`config.mk`:
```
export PLATFORM = sky130hd
export DESIGN_NAME = console_writer
export DESIGN_NICKNAME = d
export VERILOG_FILES = /design/src/rtl/console_writer_pkg.sv /design/src/rtl/console_addr_gen.sv /design/src/rtl/console_writer.sv
export SDC_FILE = /design/constraint.sdc
export NUM_CORES = 1
export LEC_CHECK = 0
export ABC_CLOCK_PERIOD_IN_PS = 4600
export BUFFER_PORTS_ARGS = -buffer_cell sky130_fd_sc_hd__buf_4
export CORE_UTILIZATION = 59
export DETAILED_ROUTE_END_ITERATION = 16
export GPL_TIMING_DRIVEN = 0
export PLACE_DENSITY = 0.9
export SYNTH_ARGS = -nofsm -noshare
export SYNTH_HDL_FRONTEND = slang
export SYNTH_SLANG_ARGS = --single-unit
```
`constraint.sdc`:
```
create_clock -name CLK_CPU -period 4.6 [get_ports CLK_CPU]
set_input_delay 1.38 -clock CLK_CPU [delete_from_list [all_inputs] [get_ports CLK_CPU]]
set_output_delay 1.38 -clock CLK_CPU [all_outputs]
set_load 0.005 [all_outputs]
```
`src/rtl/console_writer_pkg.sv`:
```
// Shared constants and state encoding for the text console writer.
package console_writer_pkg;

  localparam int unsigned COLS  = 50;
  localparam int unsigned ROWS  = 30;
  localparam logic [7:0]  BLANK = 8'h20;

  localparam logic [7:0] CHR_BS = 8'h08;
  localparam logic [7:0] CHR_LF = 8'h0A;
  localparam logic [7:0] CHR_FF = 8'h0C;
  localparam logic [7:0] CHR_CR = 8'h0D;

  typedef enum logic [1:0] {
    IDLE,
    CLEAR_ALL,
    CLEAR_ROW
  } state_e;

endpackage

```
`src/rtl/console_addr_gen.sv`:
```
// Maps a (row, col) cursor position to its linear video memory cell address.
module console_addr_gen #(
  parameter int unsigned COLS = console_writer_pkg::COLS
) (
  input  logic [4:0]  row,
  input  logic [5:0]  col,
  output logic [10:0] addr
);

  logic [10:0] row_base;

  // row*COLS built from shifted copies of row, one per set bit of COLS
  always_comb begin
    row_base = '0;
    for (int unsigned i = 0; i < 11; i++) begin
      if (((COLS >> i) & 32'd1) != 32'd0) begin
        row_base = row_base + (11'(row) << i);
      end
    end
    addr = row_base + 11'(col);
  end

endmodule

```
`src/rtl/console_writer.sv`:
```
// Byte-stream console: places characters into video memory, handles control
// codes, and blanks rows or the whole screen with a cell-per-cycle clear.
module console_writer #(
  parameter int unsigned COLS  = console_writer_pkg::COLS,
  parameter int unsigned ROWS  = console_writer_pkg::ROWS,
  parameter logic [7:0]  BLANK = console_writer_pkg::BLANK
) (
  input  logic        CLK_CPU,
  input  logic        resetn,
  input  logic        char_valid,
  input  logic [7:0]  char_data,
  output logic        char_ready,
  output logic        video_write_enable,
  output logic [7:0]  video_write_data,
  output logic [10:0] video_write_addr,
  output logic [5:0]  cursor_col,
  output logic [4:0]  cursor_row,
  output logic        busy
);

  import console_writer_pkg::*;

  localparam logic [5:0]  LAST_COL     = 6'(COLS - 1);
  localparam logic [4:0]  LAST_ROW     = 5'(ROWS - 1);
  localparam logic [10:0] LAST_CELL    = 11'(COLS * ROWS - 1);
  localparam logic [10:0] LAST_ROW_CNT = 11'(COLS - 1);

  state_e      state_q, state_d;
  logic [4:0]  row_q, row_d;
  logic [5:0]  col_q, col_d;
  logic [10:0] cnt_q, cnt_d;
  logic        we_q, we_d;
  logic [7:0]  data_q, data_d;
  logic [10:0] addr_q, addr_d;

  logic [5:0]  ag_col;
  logic [10:0] cell_addr;
  logic [4:0]  next_row;

  // One address generator serves the cursor cell, the cell left of it for
  // backspace, and the column sweep of a row clear.
  always_comb begin
    if (state_q == CLEAR_ROW) begin
      ag_col = cnt_q[5:0];
    end else if (char_data == CHR_BS) begin
      ag_col = col_q - 6'd1;
    end else begin
      ag_col = col_q;
    end
  end

  console_addr_gen #(.COLS(COLS)) u_addr_gen (
    .row  (row_q),
    .col  (ag_col),
    .addr (cell_addr)
  );

  assign next_row = (row_q == LAST_ROW) ? '0 : row_q + 5'd1;

  always_comb begin
    state_d = state_q;
    row_d   = row_q;
    col_d   = col_q;
    cnt_d   = cnt_q;
    we_d    = 1'b0;
    data_d  = data_q;
    addr_d  = addr_q;
    case (state_q)
      IDLE: begin
        if (char_valid) begin
          case (char_data)
            CHR_CR: col_d = '0;
            CHR_LF: begin
              col_d   = '0;
              row_d   = next_row;
              cnt_d   = '0;
              state_d = CLEAR_ROW;
            end
            CHR_BS: begin
              if (col_q != '0) begin
                col_d  = col_q - 6'd1;
                we_d   = 1'b1;
                data_d = BLANK;
                addr_d = cell_addr;
              end
            end
            CHR_FF: begin
              row_d   = '0;
              col_d   = '0;
              cnt_d   = '0;
              state_d = CLEAR_ALL;
            end
            default: begin
              we_d   = 1'b1;
              data_d = char_data;
              addr_d = cell_addr;
              if (col_q == LAST_COL) begin
                col_d   = '0;
                row_d   = next_row;
                cnt_d   = '0;
                state_d = CLEAR_ROW;
              end else begin
                col_d = col_q + 6'd1;
              end
            end
          endcase
        end
      end
      CLEAR_ALL: begin
        we_d   = 1'b1;
        data_d = BLANK;
        addr_d = cnt_q;
        if (cnt_q == LAST_CELL) begin
          cnt_d   = '0;
          state_d = IDLE;
        end else begin
          cnt_d = cnt_q + 11'd1;
        end
      end
      CLEAR_ROW: begin
        we_d   = 1'b1;
        data_d = BLANK;
        addr_d = cell_addr;
        if (cnt_q == LAST_ROW_CNT) begin
          cnt_d   = '0;
          state_d = IDLE;
        end else begin
          cnt_d = cnt_q + 11'd1;
        end
      end
      default: state_d = IDLE;
    endcase
  end

  always_ff @(posedge CLK_CPU or negedge resetn) begin
    if (!resetn) begin
      state_q <= CLEAR_ALL;
      row_q   <= '0;
      col_q   <= '0;
      cnt_q   <= '0;
      we_q    <= 1'b0;
      data_q  <= '0;
      addr_q  <= '0;
    end else begin
      state_q <= state_d;
      row_q   <= row_d;
      col_q   <= col_d;
      cnt_q   <= cnt_d;
      we_q    <= we_d;
      data_q  <= data_d;
      addr_q  <= addr_d;
    end
  end

  assign char_ready         = (state_q == IDLE);
  assign busy               = (state_q != IDLE);
  assign video_write_enable = we_q;
  assign video_write_data   = data_q;
  assign video_write_addr   = addr_q;
  assign cursor_col         = col_q;
  assign cursor_row         = row_q;

endmodule

```
## Yosys cells after proc, flatten, opt, wreduce, memory -nomap -nowiden

Cells that the tools add are included.

- Flip-flop bits (word level): 44
- Input bits: 11
- Output and inout bits: 33
- Logic and storage cells: 82

- Add/subtract/negate cells: 7
- Eq/ne operators: 19
- Multiplexer cells: 32
- Bitwise gates (word level): 1
- Reduce and logical (&&, ||, !) cells: 16

Operator list:

| operator | count |
|---|---|
| $mux 11 | 6 |
| $pmux 11 s3 | 2 |
| $pmux 11 s2 | 2 |
| $eq 8x4->1 const B | 4 |
| $pmux 8 s2 | 2 |
| $mux 6 | 4 |
| $mux 8 | 2 |
| $reduce_and 4->1 | 4 |
| $pmux 5 s3 | 1 |
| $pmux 2 s3 | 2 |
| $pmux 6 s2 | 1 |
| $add 10x10->11 | 1 |
| $add 11x1->11 const B | 1 |
| $add 11x6->11 | 1 |
| $eq 11x11->1 const B | 1 |
| $eq 11x6->1 const B | 1 |
| $add 6x9->10 | 1 |
| $mux 5 | 2 |
| $mux 2 | 4 |
| $ne 2x2->1 const B | 4 |
| $add 6x1->6 const B | 1 |
| $eq 6x6->1 const B | 1 |
| $ne 3x2->1 const B | 2 |
| $reduce_bool 3->1 | 2 |
| other kinds (17) | 23 |

## Longest topological paths before layout

- Word-level depth: 8
- Mapped depth: 17
- Mapped depth without buffers: 16

## Modules after synthesis

A second synthesis with hierarchy kept.

- Cell total of the unflattened synthesis: 346
- Area, all modules: 3412.0 um^2

By module, submodules not included:

| module | times used | cells each | area each (um^2) | sequential area each (um^2) |
|---|---|---|---|---|
| console_writer | 1 | 281 | 2834.0 | 1102.3 |
| console_addr_gen | 1 | 65 | 578.1 | 0.0 |

## Worst setup path after synthesis

No wires, ideal clock.

- Kind: input-to-reg
- Start point: input char_data[5]
- End point: register addr_q[9] (netlist: video_write_addr[9])
- Setup time: 0.124 ns
- Data arrival time: 4.775 ns
- Data required time: 4.476 ns
- Setup slack: -0.299 ns
- Cell stages on the path: 14
- Path buffers: 1
- Path through: nor4_4 -> nand4b_1 -> clkbuf_1 -> nor3_1 -> o31ai_1 -> fa_1 -> fa_1 -> inv_1 -> ha_1 -> nor2b_1 -> o31a_1 -> o21ai_0 -> mux2_2 -> o31a_1

- Longest elaborated chain between the ends: 8
- Elaborated cells between the ends (all ways): 15
- Those cells by class: add/sub (1); eq/ne (6); mux (6); reduce/logical (2)

RTL lines:

| element | line | source |
|---|---|---|
| start, declared | console_writer.sv:11 | `input logic [7:0] char_data,` |
| $eq 8x4->1 | console_writer.sv:45, console_writer.sv:71 |  |
| $mux 6 | console_writer.sv:45 | `end else if (char_data == CHR_BS) begin` |
| $mux 6 | console_writer.sv:43 | `if (state_q == CLEAR_ROW) begin` |
| $add 11x6->11 | console_addr_gen.sv:20 | `addr = row_base + 11'(col);` |
| $mux 11 | console_writer.sv:80 | `if (col_q != '0) begin` |
| $pmux 11 s2 | console_writer.sv:71 | `case (char_data)` |
| $mux 11 | console_writer.sv:70 | `if (char_valid) begin` |
| $pmux 11 s3 | console_writer.sv:68 | `case (state_q)` |
| end signal, assigned | console_writer.sv:151 | `addr_q <= addr_d;` |
| end, declared | console_writer.sv:34 | `logic [10:0] addr_q, addr_d;` |

Several ways; a longest one is shown, not always the timed one. The select of a mux whose other input is x is not followed.
A chain may end at the register's enable or synchronous reset.

## Worst setup path in the final report

- Start point: input char_data[6]
- End point: register addr_q[9] (netlist: video_write_addr[9])

The elaborated chain is that of the path after synthesis.

==> run metrics <==
DP HPWL 6647 um; combinational share of power 0.598; clock share of power 0.136; status finished, violations left; NetSw 1.049 mW; H-Tree Depth 2; area of the multi-input gates 0.002198 mm2; Internal 1.306 mW; global-route wire length before repair 15240 um; Die Footprint 0.006118 mm2; asr flop ratio synth 1.000; worst-skew pair later-pin latency 0.30 ns; Synth Area in Simple Gates 0.2114; Fin Setup TNS -0.04981 ns; vias in the first global route 3236; CTS tree done; PwrDens 574.6 mW/mm2; Cell Area, Placed 0.003859 mm2; Synth cell types 55; upper clock frequency limit 0.2151 GHz; Hold Vio Cnt, Final 0; grt ovf 0; Leak 1.753 nW; slew margin rel. 0.4611; Die H 78.22 um; worst-path fanout max 5; R2R depth 14; worst reg2reg path endpoint video_write_addr[9]; CORE AREA 0.005540 mm2; clk slew on worst S/H paths 0.09 ns; Clock Path Buffers 2; Routed WL per cell 18.50 um; CP endpoint kind flop; crit share post-route 1.011; Synth Area in Compound Gates 0.2052; Worst setup SP type primary input; setup ws final -0.04981 ns; Port-buffer cells 39; final WL 9488 um; r2r setup slk 0.57 ns; CP required 4.80 ns; Peak supply drop 0.2925 mV; leading cell type in the layout, fill and taps excluded buf_4; GP Congestion 0.8825; post-layout minimum cycle time 4.650 ns; Worst EP arrival 4.85 ns; Post-synth EDFFs 0; Cell Area, Synth 0.003427 mm2; Tightest Pin Transition 0.8030 ns; design area 0.004099 mm2; critical path type in -> reg; Root Buffer clkbuf_8; Max Cap Viol 0; CP Launch Point char_data[6]; Routed Antenna Nets 0; endpoints failing setup 1; Total Routing Usage GR 0.3185; Reg power frac 0.266; worst-case clock skew 0.009603 ns; Tightest Hold Check Type reg -> reg; commonest non-fill, non-tap cells in the layout buf_4, dfrtp_1, nand2_1; Clock Sinks 44; Mapped Avg Cell Area 8.855 um2; switching share of power 0.4454; layout cell share with drive strength beyond 1 0.2063; Adder-Cell Fraction of Synth Area 0.1438; Layout Nets 488; top_reg_cell synth dfrtp_1; Final Power 2.355 mW; RSZ-0062 raised after global routing true; capture point of the critical path video_write_addr[9]; syn_nets 435; sequential-to-total area share from yosys stat 0.3217; RR Startpoint cursor_col[2]; ANT cells 0; area grow syn2layout 19.61%; Yosys Warn Count 0; fillers 393; drt pass-1 iters 5; Mapped Cells 387; violations in the final reports negative setup slack; initial core utilization 0.6186; antenna violations before repair 0; Post-Synth XOR/XNOR Area 0.01789; post-synthesis register bit count 44; hold_buf cts 0; residual DRC count 0; I/O pins 44; post-synthesis mux area share 0.03578; largest net degree at the start of global routing 45; die width 78.22 um; WHS 0.4938 ns; Vias/cell 6.719; CTS Buf Count 5; FP Rows 27; largest family of logic cells by synthesized area simple AND/OR/NAND/NOR gates; Iteration-0 DRC Markers 501; fin. max-slew vios 0; FF+latch area 0.001102 mm2; via count 3447
## sequential cells by signal, indices dropped and copies added, names as in the netlist
register,cells
cnt_q,11
cursor_col,6
cursor_row,5
state_q,2
video_write_addr,11
video_write_data,8
video_write_enable,1
## routing by layer
| metal | share of wire | global-route usage |
|---|---|---|
| met4 | 0.038 | 0.1463 |
| met2 | 0.49 | 0.5167 |
| met1 | 0.39 | 0.4150 |
| met3 | 0.083 | 0.05349 |
| met5 | 0 | 0 |
## power by group through the flow
| stage | Combinational, mW | Clock [mW] | Sequential [mW] |
|---|---|---|---|
| CTS | 1.32 | 0.320 | 0.621 |
| global placement | 1.22 | 0 | 0.619 |
| detailed placement | 1.29 | 0 | 0.628 |
| floorplan | 0.832 | 0 | 0.617 |
| global route | 1.53 | 0.340 | 0.637 |
| finish | 1.41 | 0.321 | 0.626 |
## worst min path at each step
stage                             start                   to  cells after the start
finish              video_write_data[6]  video_write_data[6]                      2
global route        video_write_data[3]  video_write_data[3]                      2
CTS                 video_write_data[6]  video_write_data[6]                      2
detailed placement  video_write_data[6]  video_write_data[6]                      2
global placement    video_write_data[3]  video_write_data[3]                      2
floorplan           video_write_data[3]  video_write_data[3]                      2
## final cells by class
| type | instances | area share |
|---|---|---|
| multi-input cells | 289 | 0.5363 |
| repair buffers | 46 | 0.08700 |
| clock inverters | 2 | 0.009463 |
| inverters | 33 | 0.03022 |
| well taps | 72 | 0.02198 |
| flip-flops and latches | 44 | 0.2689 |
| plain buffers | 21 | 0.02595 |
| clock buffers | 6 | 0.02015 |
## worst max-delay path, stage by stage
cell and delay [ns]:
buf_8 0.10, nor4_4 0.32, nand4b_1 0.20, clkbuf_8 0.21
o21a_1 0.20, o31ai_4 0.29, fa_2 0.26, fa_1 0.43
inv_2 0.09, ha_4 0.20, nor2b_4 0.12, o31a_1 0.30
o21ai_2 0.16, mux2_4 0.31, o31a_1 0.27
## metrics by stage
step	setup slack, ns	utilization	cells
floorplan	-0.1189	-	387
global placement	-0.5323	0.6965	498
detailed placement	-0.5923	0.6965	498
CTS	0.02111	0.7249	509
global route	-0.2115	0.7398	513
finish	-0.04981	0.7398	513
## synth_stat cells (3+ instances only)
library cell | n | area share
xor2_1 | 5 | 0.013
and2_1 | 3 | 0.0055
inv_1 | 32 | 0.035
nor3b_1 | 3 | 0.0066
nor2_1 | 20 | 0.022
fa_1 | 4 | 0.023
or3_1 | 3 | 0.0055
nand2_1 | 38 | 0.042
dfrtp_1 | 43 | 0.31
o2bb2ai_1 | 3 | 0.0077
mux2i_1 | 10 | 0.029
nand2b_1 | 13 | 0.024
o211ai_1 | 5 | 0.011
clkbuf_1 | 17 | 0.019
o21ai_0 | 31 | 0.045
o22ai_1 | 7 | 0.013
nand4_1 | 12 | 0.022
o41ai_1 | 3 | 0.0077
a221o_1 | 5 | 0.015
nor3_1 | 6 | 0.0088
nand4b_1 | 3 | 0.0077
ha_1 | 33 | 0.12
a22o_1 | 4 | 0.010
a211oi_1 | 15 | 0.033
a21oi_1 | 10 | 0.015
nor2b_1 | 3 | 0.0055
nand3_1 | 16 | 0.023
## cell families (layout without fill, tap and decap cells)
kind of cell	Yosys count	count (layout)
AOI/OAI and AO/OA	100	100
DFF	44	44
buffers and inverters	54	108
and+or+nand+nor	133	133
muxes	12	12
adders and majority gates	37	37
xor gates and xnor gates	7	7
## repair_timing
action / 4_1_cts / 5_1_grt
pin swaps: 10 / 13
buffers inserted: 3 / 4
gates resized for setup: 6 / 14
endpoints found under the setup margin: 5 / 5
Note: power is estimated with default switching activity, not from simulation.
